==> src/rtl/lstm_pkg.sv <==
// lstm_pkg: shared defaults, FSM state encoding and Q-format word type
// for the LSTM recurrence sequencer.
package lstm_pkg;

   localparam int DATA_WIDTH_DEF  = 16;
   localparam int FRACT_WIDTH_DEF = 8;
   localparam int SEQ_W_DEF       = 8;
   localparam int CELL_LAT_DEF    = 2;

   typedef enum logic [1:0] {
      IDLE,
      LOAD,
      EVAL,
      EMIT
   } state_t;

   typedef logic signed [DATA_WIDTH_DEF-1:0] q_word_t;

endpackage

==> src/rtl/lstm_seq_ctrl_if.sv <==
// lstm_seq_ctrl_if: control, X/H stream and cell-side signals of the
// sequencer; slave is the sequencer, master is its environment.
interface lstm_seq_ctrl_if #(
   parameter int DW = lstm_pkg::DATA_WIDTH_DEF,
   parameter int SW = lstm_pkg::SEQ_W_DEF
);
   logic          start;
   logic [SW-1:0] seq_len;
   logic          init_load;
   logic [DW-1:0] c_init;
   logic [DW-1:0] h_init;
   logic          x_valid;
   logic          x_ready;
   logic [DW-1:0] x_data;
   logic [DW-1:0] cell_x;
   logic [DW-1:0] cell_c;
   logic [DW-1:0] cell_h;
   logic [DW-1:0] cell_c_out;
   logic [DW-1:0] cell_h_out;
   logic          h_valid;
   logic          h_ready;
   logic [DW-1:0] h_data;
   logic          h_last;
   logic          busy;
   logic          done;

   modport master (
      output start, seq_len, init_load, c_init, h_init,
      output x_valid, x_data, h_ready, cell_c_out, cell_h_out,
      input  x_ready, cell_x, cell_c, cell_h,
      input  h_valid, h_data, h_last, busy, done
   );

   modport slave (
      input  start, seq_len, init_load, c_init, h_init,
      input  x_valid, x_data, h_ready, cell_c_out, cell_h_out,
      output x_ready, cell_x, cell_c, cell_h,
      output h_valid, h_data, h_last, busy, done
   );

endinterface

==> src/rtl/lstm_settle_cnt.sv <==
// lstm_settle_cnt: down-counter giving the combinational cell CELL_LAT
// cycles to settle; o_zero marks the capture cycle.
module lstm_settle_cnt #(
   parameter int CELL_LAT = lstm_pkg::CELL_LAT_DEF
) (
   input  logic clk,
   input  logic rst,
   input  logic i_load,
   output logic o_zero
);

   logic [3:0] r_cnt;

   always_ff @(posedge clk) begin
      if (rst) begin
         r_cnt <= '0;
      end else if (i_load) begin
         r_cnt <= 4'(CELL_LAT - 1);
      end else if (r_cnt != '0) begin
         r_cnt <= r_cnt - 4'd1;
      end
   end

   assign o_zero = (r_cnt == '0);

endmodule

==> src/rtl/lstm_seq_ctrl.sv <==
// lstm_seq_ctrl: steps the combinational lstm_cell through a sequence,
// owning the c/h state registers between time steps.
module lstm_seq_ctrl #(
   parameter int DATA_WIDTH  = lstm_pkg::DATA_WIDTH_DEF,
   parameter int FRACT_WIDTH = lstm_pkg::FRACT_WIDTH_DEF,
   parameter int SEQ_W       = lstm_pkg::SEQ_W_DEF,
   parameter int CELL_LAT    = lstm_pkg::CELL_LAT_DEF
) (
   input logic            clk,
   input logic            rst,
   lstm_seq_ctrl_if.slave bus
);
   import lstm_pkg::*;

   if (CELL_LAT < 1 || CELL_LAT > 15 || FRACT_WIDTH >= DATA_WIDTH) begin : g_bad_param
      $error("lstm_seq_ctrl: illegal parameter set");
   end

   state_t                r_state;
   state_t                w_next;
   logic [DATA_WIDTH-1:0] r_x;
   logic [DATA_WIDTH-1:0] r_c;
   logic [DATA_WIDTH-1:0] r_h;
   logic [DATA_WIDTH-1:0] r_hd;
   logic [SEQ_W-1:0]      r_step;
   logic [SEQ_W-1:0]      r_len;
   logic                  r_last;
   logic                  r_done;
   logic                  w_idle;
   logic                  w_go;
   logic                  w_zlen;
   logic                  w_accept;
   logic                  w_capture;
   logic                  w_ack;
   logic                  w_zero;
   logic                  w_x_ready;
   logic                  w_h_valid;

   assign w_idle    = (r_state == IDLE);
   assign w_go      = w_idle && bus.start && (bus.seq_len != '0);
   assign w_zlen    = w_idle && bus.start && (bus.seq_len == '0);
   assign w_accept  = (r_state == LOAD) && bus.x_valid;
   assign w_capture = (r_state == EVAL) && w_zero;
   assign w_ack     = (r_state == EMIT) && bus.h_ready;

   lstm_settle_cnt #(
      .CELL_LAT (CELL_LAT)
   ) u_settle (
      .clk    (clk),
      .rst    (rst),
      .i_load (w_accept),
      .o_zero (w_zero)
   );

   always_ff @(posedge clk) begin
      if (rst) begin
         r_state <= IDLE;
      end else begin
         r_state <= w_next;
      end
   end

   always_comb begin
      w_next    = r_state;
      w_x_ready = 1'b0;
      w_h_valid = 1'b0;
      unique case (r_state)
         IDLE: begin
            if (w_go) w_next = LOAD;
         end
         LOAD: begin
            w_x_ready = 1'b1;
            if (bus.x_valid) w_next = EVAL;
         end
         EVAL: begin
            if (w_zero) w_next = EMIT;
         end
         EMIT: begin
            w_h_valid = 1'b1;
            if (bus.h_ready) w_next = r_last ? IDLE : LOAD;
         end
         default: w_next = IDLE;
      endcase
   end

   always_ff @(posedge clk) begin
      if (rst) begin
         r_x    <= '0;
         r_c    <= '0;
         r_h    <= '0;
         r_hd   <= '0;
         r_step <= '0;
         r_len  <= '0;
         r_last <= 1'b0;
         r_done <= 1'b0;
      end else begin
         r_done <= w_zlen || (w_ack && r_last);
         if (w_go) begin
            r_c    <= bus.init_load ? bus.c_init : '0;
            r_h    <= bus.init_load ? bus.h_init : '0;
            r_step <= '0;
            r_len  <= bus.seq_len;
         end
         if (w_accept) begin
            r_x <= bus.x_data;
         end
         if (w_capture) begin
            r_c    <= bus.cell_c_out;
            r_h    <= bus.cell_h_out;
            r_hd   <= bus.cell_h_out;
            r_last <= (r_step == r_len - SEQ_W'(1));
         end
         // h_last only qualifies the word while it is being offered
         if (w_ack) begin
            r_last <= 1'b0;
            if (!r_last) r_step <= r_step + SEQ_W'(1);
         end
      end
   end

   assign bus.x_ready = w_x_ready;
   assign bus.h_valid = w_h_valid;
   assign bus.h_data  = r_hd;
   assign bus.h_last  = r_last;
   assign bus.busy    = !w_idle;
   assign bus.done    = r_done;
   assign bus.cell_x  = r_x;
   assign bus.cell_c  = r_c;
   assign bus.cell_h  = r_h;

endmodule

==> src/flat_wrapper.sv <==
// flat-port wrapper written by rule: the top's interface ports become plain ports
module lstm_seq_ctrl_flat import lstm_pkg::*;
#(
   parameter int DATA_WIDTH  = lstm_pkg::DATA_WIDTH_DEF,
   parameter int FRACT_WIDTH = lstm_pkg::FRACT_WIDTH_DEF,
   parameter int SEQ_W       = lstm_pkg::SEQ_W_DEF,
   parameter int CELL_LAT    = lstm_pkg::CELL_LAT_DEF
)
  (clk, rst, bus_start, bus_seq_len, bus_init_load, bus_c_init, bus_h_init, bus_x_valid, bus_x_data, bus_h_ready, bus_cell_c_out, bus_cell_h_out, bus_x_ready, bus_cell_x, bus_cell_c, bus_cell_h, bus_h_valid, bus_h_data, bus_h_last, bus_busy, bus_done);
  lstm_seq_ctrl_if bus_i ();
  input logic clk;
  input logic rst;
  input wire logic [$bits(bus_i.start)-1:0] bus_start;
  input wire logic [$bits(bus_i.seq_len)-1:0] bus_seq_len;
  input wire logic [$bits(bus_i.init_load)-1:0] bus_init_load;
  input wire logic [$bits(bus_i.c_init)-1:0] bus_c_init;
  input wire logic [$bits(bus_i.h_init)-1:0] bus_h_init;
  input wire logic [$bits(bus_i.x_valid)-1:0] bus_x_valid;
  input wire logic [$bits(bus_i.x_data)-1:0] bus_x_data;
  input wire logic [$bits(bus_i.h_ready)-1:0] bus_h_ready;
  input wire logic [$bits(bus_i.cell_c_out)-1:0] bus_cell_c_out;
  input wire logic [$bits(bus_i.cell_h_out)-1:0] bus_cell_h_out;
  output wire logic [$bits(bus_i.x_ready)-1:0] bus_x_ready;
  output wire logic [$bits(bus_i.cell_x)-1:0] bus_cell_x;
  output wire logic [$bits(bus_i.cell_c)-1:0] bus_cell_c;
  output wire logic [$bits(bus_i.cell_h)-1:0] bus_cell_h;
  output wire logic [$bits(bus_i.h_valid)-1:0] bus_h_valid;
  output wire logic [$bits(bus_i.h_data)-1:0] bus_h_data;
  output wire logic [$bits(bus_i.h_last)-1:0] bus_h_last;
  output wire logic [$bits(bus_i.busy)-1:0] bus_busy;
  output wire logic [$bits(bus_i.done)-1:0] bus_done;
  assign bus_i.start = bus_start;
  assign bus_i.seq_len = bus_seq_len;
  assign bus_i.init_load = bus_init_load;
  assign bus_i.c_init = bus_c_init;
  assign bus_i.h_init = bus_h_init;
  assign bus_i.x_valid = bus_x_valid;
  assign bus_i.x_data = bus_x_data;
  assign bus_i.h_ready = bus_h_ready;
  assign bus_i.cell_c_out = bus_cell_c_out;
  assign bus_i.cell_h_out = bus_cell_h_out;
  assign bus_x_ready = bus_i.x_ready;
  assign bus_cell_x = bus_i.cell_x;
  assign bus_cell_c = bus_i.cell_c;
  assign bus_cell_h = bus_i.cell_h;
  assign bus_h_valid = bus_i.h_valid;
  assign bus_h_data = bus_i.h_data;
  assign bus_h_last = bus_i.h_last;
  assign bus_busy = bus_i.busy;
  assign bus_done = bus_i.done;
  lstm_seq_ctrl #(.DATA_WIDTH(DATA_WIDTH), .FRACT_WIDTH(FRACT_WIDTH), .SEQ_W(SEQ_W), .CELL_LAT(CELL_LAT)) u_core (.clk(clk), .rst(rst), .bus(bus_i));
endmodule
==> config.mk <==
export PLATFORM = sky130hd
export DESIGN_NAME = lstm_seq_ctrl_flat
export DESIGN_NICKNAME = d
export VERILOG_FILES = /design/src/rtl/lstm_pkg.sv /design/src/rtl/lstm_seq_ctrl_if.sv /design/src/rtl/lstm_settle_cnt.sv /design/src/rtl/lstm_seq_ctrl.sv /design/src/flat_wrapper.sv
export SDC_FILE = /design/constraint.sdc
export NUM_CORES = 1
export LEC_CHECK = 0
export BUFFER_PORTS_ARGS = -buffer_cell sky130_fd_sc_hd__clkbuf_2
export CAP_MARGIN = 20
export CORE_MARGIN = 1.5
export CORE_UTILIZATION = 40
export CTS_BUF_LIST = sky130_fd_sc_hd__clkbuf_8
export DETAILED_ROUTE_END_ITERATION = 10
export GPL_ROUTABILITY_DRIVEN = 0
export GPL_TIMING_DRIVEN = 0
export PLACE_DENSITY = 0.68
export SETUP_SLACK_MARGIN = 0.5
export SLEW_MARGIN = 30
export SYNTH_ARGS = -nofsm -noshare
export SYNTH_HDL_FRONTEND = slang
export SYNTH_SLANG_ARGS = --single-unit
export TNS_END_PERCENT = 30
==> constraint.sdc <==
create_clock -name clk -period 2.1 [get_ports clk]
set_clock_uncertainty 0.05 [all_clocks]
set_input_delay 0.105 -clock clk [delete_from_list [all_inputs] [get_ports clk]]
set_output_delay 0.105 -clock clk [all_outputs]
set_load 0.005 [all_outputs]
# --- After elaboration in Yosys (flattened, before gate mapping) ---
# Index checks and enable logic that the tools add are counted.
word_totals:
  inputBits: 94
  out_inout_bits: 69
  wordCells: 60
  regBits: 88
classes:
  n_mux: 19
  n_eq_ne: 8
  addsub: 3
  n_reduce_logical: 19
ops:
  columns: ["operator", "count"]
  rows:
  - ["two-way mux 16 bit", 6]
  - ["two-way mux 8 bit", 3]
  - ["adder 8 x 1 -> 8 bit, second input constant", 1]
  - ["== test 8 bit", 1]
  - ["logical NOT 8 bit", 1]
  - ["two-way mux 2 bit", 4]
  - ["one-hot mux 2 bit (4 select lines)", 1]
  - ["nonzero test 8 bit", 1]
  - ["subtractor 8 x 1 -> 8 bit, second input constant", 1]
  - ["logical AND 1 bit", 7]
  - ["inequality test 2 bit, second input constant", 3]
  - ["two-way mux 1 bit", 5]
  - ["== test 2 bit, second input constant", 2]
  - ["logical NOT 4 bit", 1]
  - ["AND reduction 4 bit", 1]
  - ["nonzero test 2 bit", 2]
  - ["nonzero test 4 bit", 1]
  - ["OR reduction 2 bit", 2]
  - ["subtractor 4 x 1 -> 4 bit, second input constant", 1]
  - ["== test 2 x 1 -> 1 bit, second input constant", 1]
  - ["logical NOT 2 bit", 1]
  - ["inequality test 2 x 1 -> 1 bit, second input constant", 1]
  - ["logical NOT 1 bit", 1]
  - ["logical OR 1 bit", 1]

# --- Depth between registers and ports, before layout ---
depth:
  ltp_word: 6
  mapped_depth: 8
  ltp_nobuf: 7

# --- Modules after synthesis ---
# Synthesis repeated with hierarchy kept, for this count alone.
hier_totals:
  hier_cells: 494
  hier_area_um2: 4028.9
by_module_without_submodules:
  columns: ["module", "cells_each", "area_each_um2", "n_inst", "seq_area_each_um2"]
  rows:
  - ["lstm_seq_ctrl", 474, 3826.2, 1, 1681.6]
  - ["lstm_settle_cnt", 20, 202.7, 1, 80.1]

# --- Worst setup path after synthesis ---
# No wires, ideal clock.
synth_timing:
  kind: "flip-flop to flip-flop"
  startpoint: "register u_core.r_state[0]"
  endpoint: "register u_core.r_h[10] (netlist: u_core.bus.cell_h[10])"
  stages_incl_launch_ff: 9
  n_path_buf: 2
  arrival_time_ns: 1.725
  slack_ns: 0.237
  synth_period_minus_slack_ns: 1.863
  required_ns: 1.962
  setup_time_ns: 0.088
  cell_sequence: "dfxtp_1 inv_1 ha_1 nand3_2 and2_1 clkbuf_1 clkbuf_1 nand2_1 a311oi_2"
synth_between:
  elab_chain_cells: 4
  word_cells_on_any_way: 7
  classes_between: "eq/ne (1); mux (1); reduce/logical (5)"
synth_rtl:
  columns: ["item", "line_no", "source"]
  rows:
  - ["start: declaration", "lstm_seq_ctrl.sv:19", "state_t r_state;"]
  - ["start signal: assignment", "lstm_seq_ctrl.sv:59", "r_state <= w_next;"]
  - ["logical NOT 2 bit", "lstm_seq_ctrl.sv:39", "assign w_idle = (r_state == IDLE);"]
  - ["logical AND 1 bit (2 in a row)", "lstm_seq_ctrl.sv:40", "assign w_go = w_idle && bus.start && (bus.seq_len != '0);"]
  - ["nonzero test 2 bit (no source line)", null, null]
  - ["end signal: assignment", "lstm_seq_ctrl.sv:100", "r_h <= bus.init_load ? bus.h_init : '0;"]
  - ["end signal: assignment", "lstm_seq_ctrl.sv:109", "r_h <= bus.cell_h_out;"]
  - ["end: declaration", "lstm_seq_ctrl.sv:23", "logic [DATA_WIDTH-1:0] r_h;"]
# Parallel ways exist; a longest one is shown, timed or not.
# A chain may end at the register's enable or synchronous reset.

# --- Final worst setup path ---
layout_timing:
  startpoint: "register u_core.r_state[1]"
  endpoint: "register u_core.r_c[15] (netlist: u_core.bus.cell_c[15])"
layout_between:
  elab_chain_cells: 4
  word_cells_on_any_way: 7
  classes_between: "eq/ne (1); mux (1); reduce/logical (5)"
layout_rtl:
  columns: ["item", "line_no", "source"]
  rows:
  - ["logical NOT 2 bit", "lstm_seq_ctrl.sv:39", null]
  - ["logical AND 1 bit (2 in a row)", "lstm_seq_ctrl.sv:40", null]
  - ["nonzero test 2 bit (no source line)", null, null]
  - ["end signal: assignment", "lstm_seq_ctrl.sv:99", "r_c <= bus.init_load ? bus.c_init : '0;"]
  - ["end signal: assignment", "lstm_seq_ctrl.sv:108", "r_c <= bus.cell_c_out;"]
  - ["end: declaration", "lstm_seq_ctrl.sv:22", "logic [DATA_WIDTH-1:0] r_c;"]
# Parallel ways exist; a longest one is shown, timed or not.

==> impl_results.md <==
* Worst-margin pin slew at about 700 ps
* Combinational share of power at 0.484
* Number of synthesized register bits at 88
* Post-route ant nets at 0
* Int Power at between 0.004 and 0.005 W
* Total core area at about 9700 µm²
* N_diodes at 0
* Clock slew at reported path FFs at around 80 ps
* Drt wl/cell at 15.7 µm
* Non-Filler Instances at 893
* Final wirelength at roughly 14 mm
* H-tree levels at 3
* Pin count of the biggest net entering global routing at 16
* Dpl cells at approximately 770
* Leakage at about 2.8 nW
* Post-synth ARST share at 0
* Cts bufs inserted at 9
* Top FF cell, synth: dfxtp_1
* Arrival time worst endpoint at 1910 ps
* Worst Path Required at around 2300 ps
* CP endpoint kind: flip-flop
* Crit-path slowest cell: dfxtp_4
* Root Buffer: clkbuf_8
* Startpoint types: flip-flop
* Vias in the first global route at approximately 4500
* Setup TNS Final at 0 ps
* Clk sinks at 88
* Synth-to-Final Area Change at 65.2%
* Initial DRC count at 145
* Adder-cell share of the synthesized area at 0.0285
* Main combinational cell family by area after synthesis: simple AND/OR/NAND/NOR gates
* TritonRoute pass-1 iters at 5
* Fillers at between 700 and 800
* Dpl hpwl at between 8 and 9 mm
* Share of cells above drive strength 1 at 0.371
* Compound-Gate Fraction of Synth Area at 0.188
* Nets at about 860
* Final instance area at between 6000 and 7000 µm²
* Hold Fails Final Rpt at 0
* Max Slew Vio Count at 0
* Max-cap violations at 0
* Ordered list of cells on the worst path: inv_4 -> ha_4 -> o211a_4 -> nand2b_4 -> buf_8 -> buf_4 -> buf_6 -> a311oi_2
* First-pass GRT wire length at about 21 mm
* Worst Path Buf+Inv at 4
* Via count at 4565
* CTS tree: yes
* Clock insertion delay at the later pin of the skew report at 360 ps
* Family with the most delay on the worst path: buffers and inverters
* Mux cell area share after synthesis at 0.0177
* Clock power share at 0.177
* Post-Synth Simple-Gate Area at 0.240
* Final min period at approximately 1700 ps
* CP peak stage delay at 400 ps
* Antenna violations before repair at 0
* Number of flops mapped to enable cells by yosys at 0
* Cells after synthesis at between 400 and 500
* Drt via density at approximately 5.1
* Commonest cells after routing, fill and taps aside: clkbuf_2, nand2_1, dlygate4sd3_1
* Max Fclk at 0.587 GHz
* GRT overflow at 0
* Synth Area in XOR/XNOR at 0.0266
* Die footprint at 10500 µm²
* Num rows at 36
* Worst ir drop on vdd at 456 µV
* Worst Hold Class: input pin to flip-flop
* Crit Path Class: flip-flop to flip-flop
* Starting Density at 0.408
* Dpl cell area at around 5000 µm²
* Final cycle utilization of the critical path at 0.812
* Clk buf depth at 2
* I/O Pins at 163
* Die X at roughly 100 µm
* Yosys cell types at 38
* Setup-failing EPs final at 0
* # port buffers at 160
* Sw Ratio at 0.371
* Seq pwr share at 0.339
* Syn Nets at between 500 and 600
* Net Sw Power at 0.00260 W
* Gr usage total at 0.258
* Seq/Total Area, Yosys at 0.446
* RSZ-0062 raised after global routing: true
* Critical Path Fanout Max at 10
* Synthesized area at between 3000 and 4000 µm²
* Chip height at between 100 and 150 µm
* Syn. warnings at 0
* Pwr per Cell Area at about 1100 nW/µm²
* Commonest non-fill, non-tap cell in the layout: clkbuf_2
* Max_slew headroom at 0.533
* Syn avg cell area at slightly above 8 µm²
* Outcome: finished, final reports clean
* DRC at 0
[tightest hold or removal path, cell delays in order]
cell and delay (ps):
clkbuf_2 80, nand2_1 80, a311oi_2 120
[cell type report]
type / count / area [µm²] / share of cell area
flip-flops and latches: 88 / 1770 / 0.272
plain buffers: 35 / 289 / 0.0443
inverters: 10 / 42.5 / 0.00652
multi-input cells: 346 / 2170 / 0.333
clock inverters: 5 / 63.8 / 0.00978
repair buffers: 266 / 1880 / 0.288
well taps: 133 / 166 / 0.0255
clock buffers: 10 / 138 / 0.0211
[routing by layer]
layer | global-route usage | wire length, µm | vias to the layer above
met5 | 0 | 0 | -
met4 | 0.121 | 464 | 0
met3 | 0.0458 | 790 | 40
met2 | 0.464 | 7050 | 169
met1 | 0.296 | 5740 | 2142
li1 | - | - | 2214
[registers in the layout (all words and copies together) (netlist names)]
signal and count:
u_core.r_state 2, u_core.bus.done 1, u_core.r_step 8, u_core.bus.cell_h 16
u_core.bus.cell_c 16, u_core.bus.h_last 1, u_core.bus.h_data 16, u_core.u_settle.r_cnt 4
u_core.r_len 8, u_core.bus.cell_x 16
[path summary, 6_finish.rpt]
check / from / endpoint / slack, ps / cells after the start
worst min register to register: u_core.bus.cell_x[4]$_SDFFE_PP0P_ / u_core.bus.cell_x[4]$_SDFFE_PP0P_ / 410 / 2
worst max register to register: u_core.r_state[1]$_SDFFE_PP0P_ / u_core.bus.cell_c[15]$_SDFFE_PP0P_ / 400 / 8
worst min-delay path: bus_cell_c_out[15] / u_core.bus.cell_c[15]$_SDFFE_PP0P_ / 20 / 3
worst max-delay path: u_core.r_state[1]$_SDFFE_PP0P_ / u_core.bus.cell_c[15]$_SDFFE_PP0P_ / 400 / 8
[synthesized netlist by cell type (3+ instances only)]
library cell / number / area [µm²]
nand2_1: 102 / 383
dfxtp_1: 88 / 1760
nor2_1: 66 / 248
a21oi_1: 46 / 230
clkbuf_1: 25 / 93.8
nand3_1: 25 / 125
a311oi_1: 18 / 158
a311oi_2: 14 / 210
inv_1: 10 / 37.5
ha_1: 9 / 113
xnor2_1: 9 / 78.8
o21ai_0: 8 / 40.0
mux2i_1: 7 / 70.1
buf_6: 5 / 56.3
nor3_1: 5 / 25.0
and3_1: 4 / 25.0
nand3b_1: 4 / 30.0
a221oi_1: 3 / 26.3
buf_1: 3 / 11.3
xor2_1: 3 / 26.3
[power groups by stage]
| stage | registers (W) | clock network, W | logic (W) |
|---|---|---|---|
| 2_1_floorplan | 0.00235 | 0 | 0.00161 |
| 3_3_place_gp | 0.00234 | 0 | 0.00237 |
| 3_5_place_dp | 0.00236 | 0 | 0.00242 |
| 4_1_cts | 0.00234 | 0.00125 | 0.00301 |
| 5_1_grt | 0.00241 | 0.00130 | 0.00369 |
| 6_report | 0.00237 | 0.00124 | 0.00339 |
[repair_timing]
item / 4_1_cts / 5_1_grt
pin swaps: 5 / 21
endpoints found under the setup margin: 76 / 70
resized for setup: 50 / 39
hold endpoints to repair: 71 / 0
cloned: 2 / 2
setup buffers: 16 / 2
hold buffers: 84 / 0
[logic make-up after synthesis]
| logic type | Yosys count |
|---|---|
| AO/OA/AOI/OAI | 98 |
| multiplexers | 7 |
| buffers and inverters | 45 |
| XOR/XNOR | 12 |
| adder cells (fa/ha/maj) | 9 |
| flip-flops | 88 |
| AND/OR/NAND/NOR | 220 |
[stage by stage]
step	utilization	setup slack (ps)	hold slack (ps)	power [W]
6_report	0.674	395	21.3	0.00700
5_1_grt	0.674	363	10.3	0.00741
4_1_cts	0.655	430	3.44	0.00661
3_5_place_dp	0.513	179	287	0.00478
3_3_place_gp	0.513	235	282	0.00471
2_1_floorplan	-	437	191	0.00396
(Power assumes the default switching activity.)
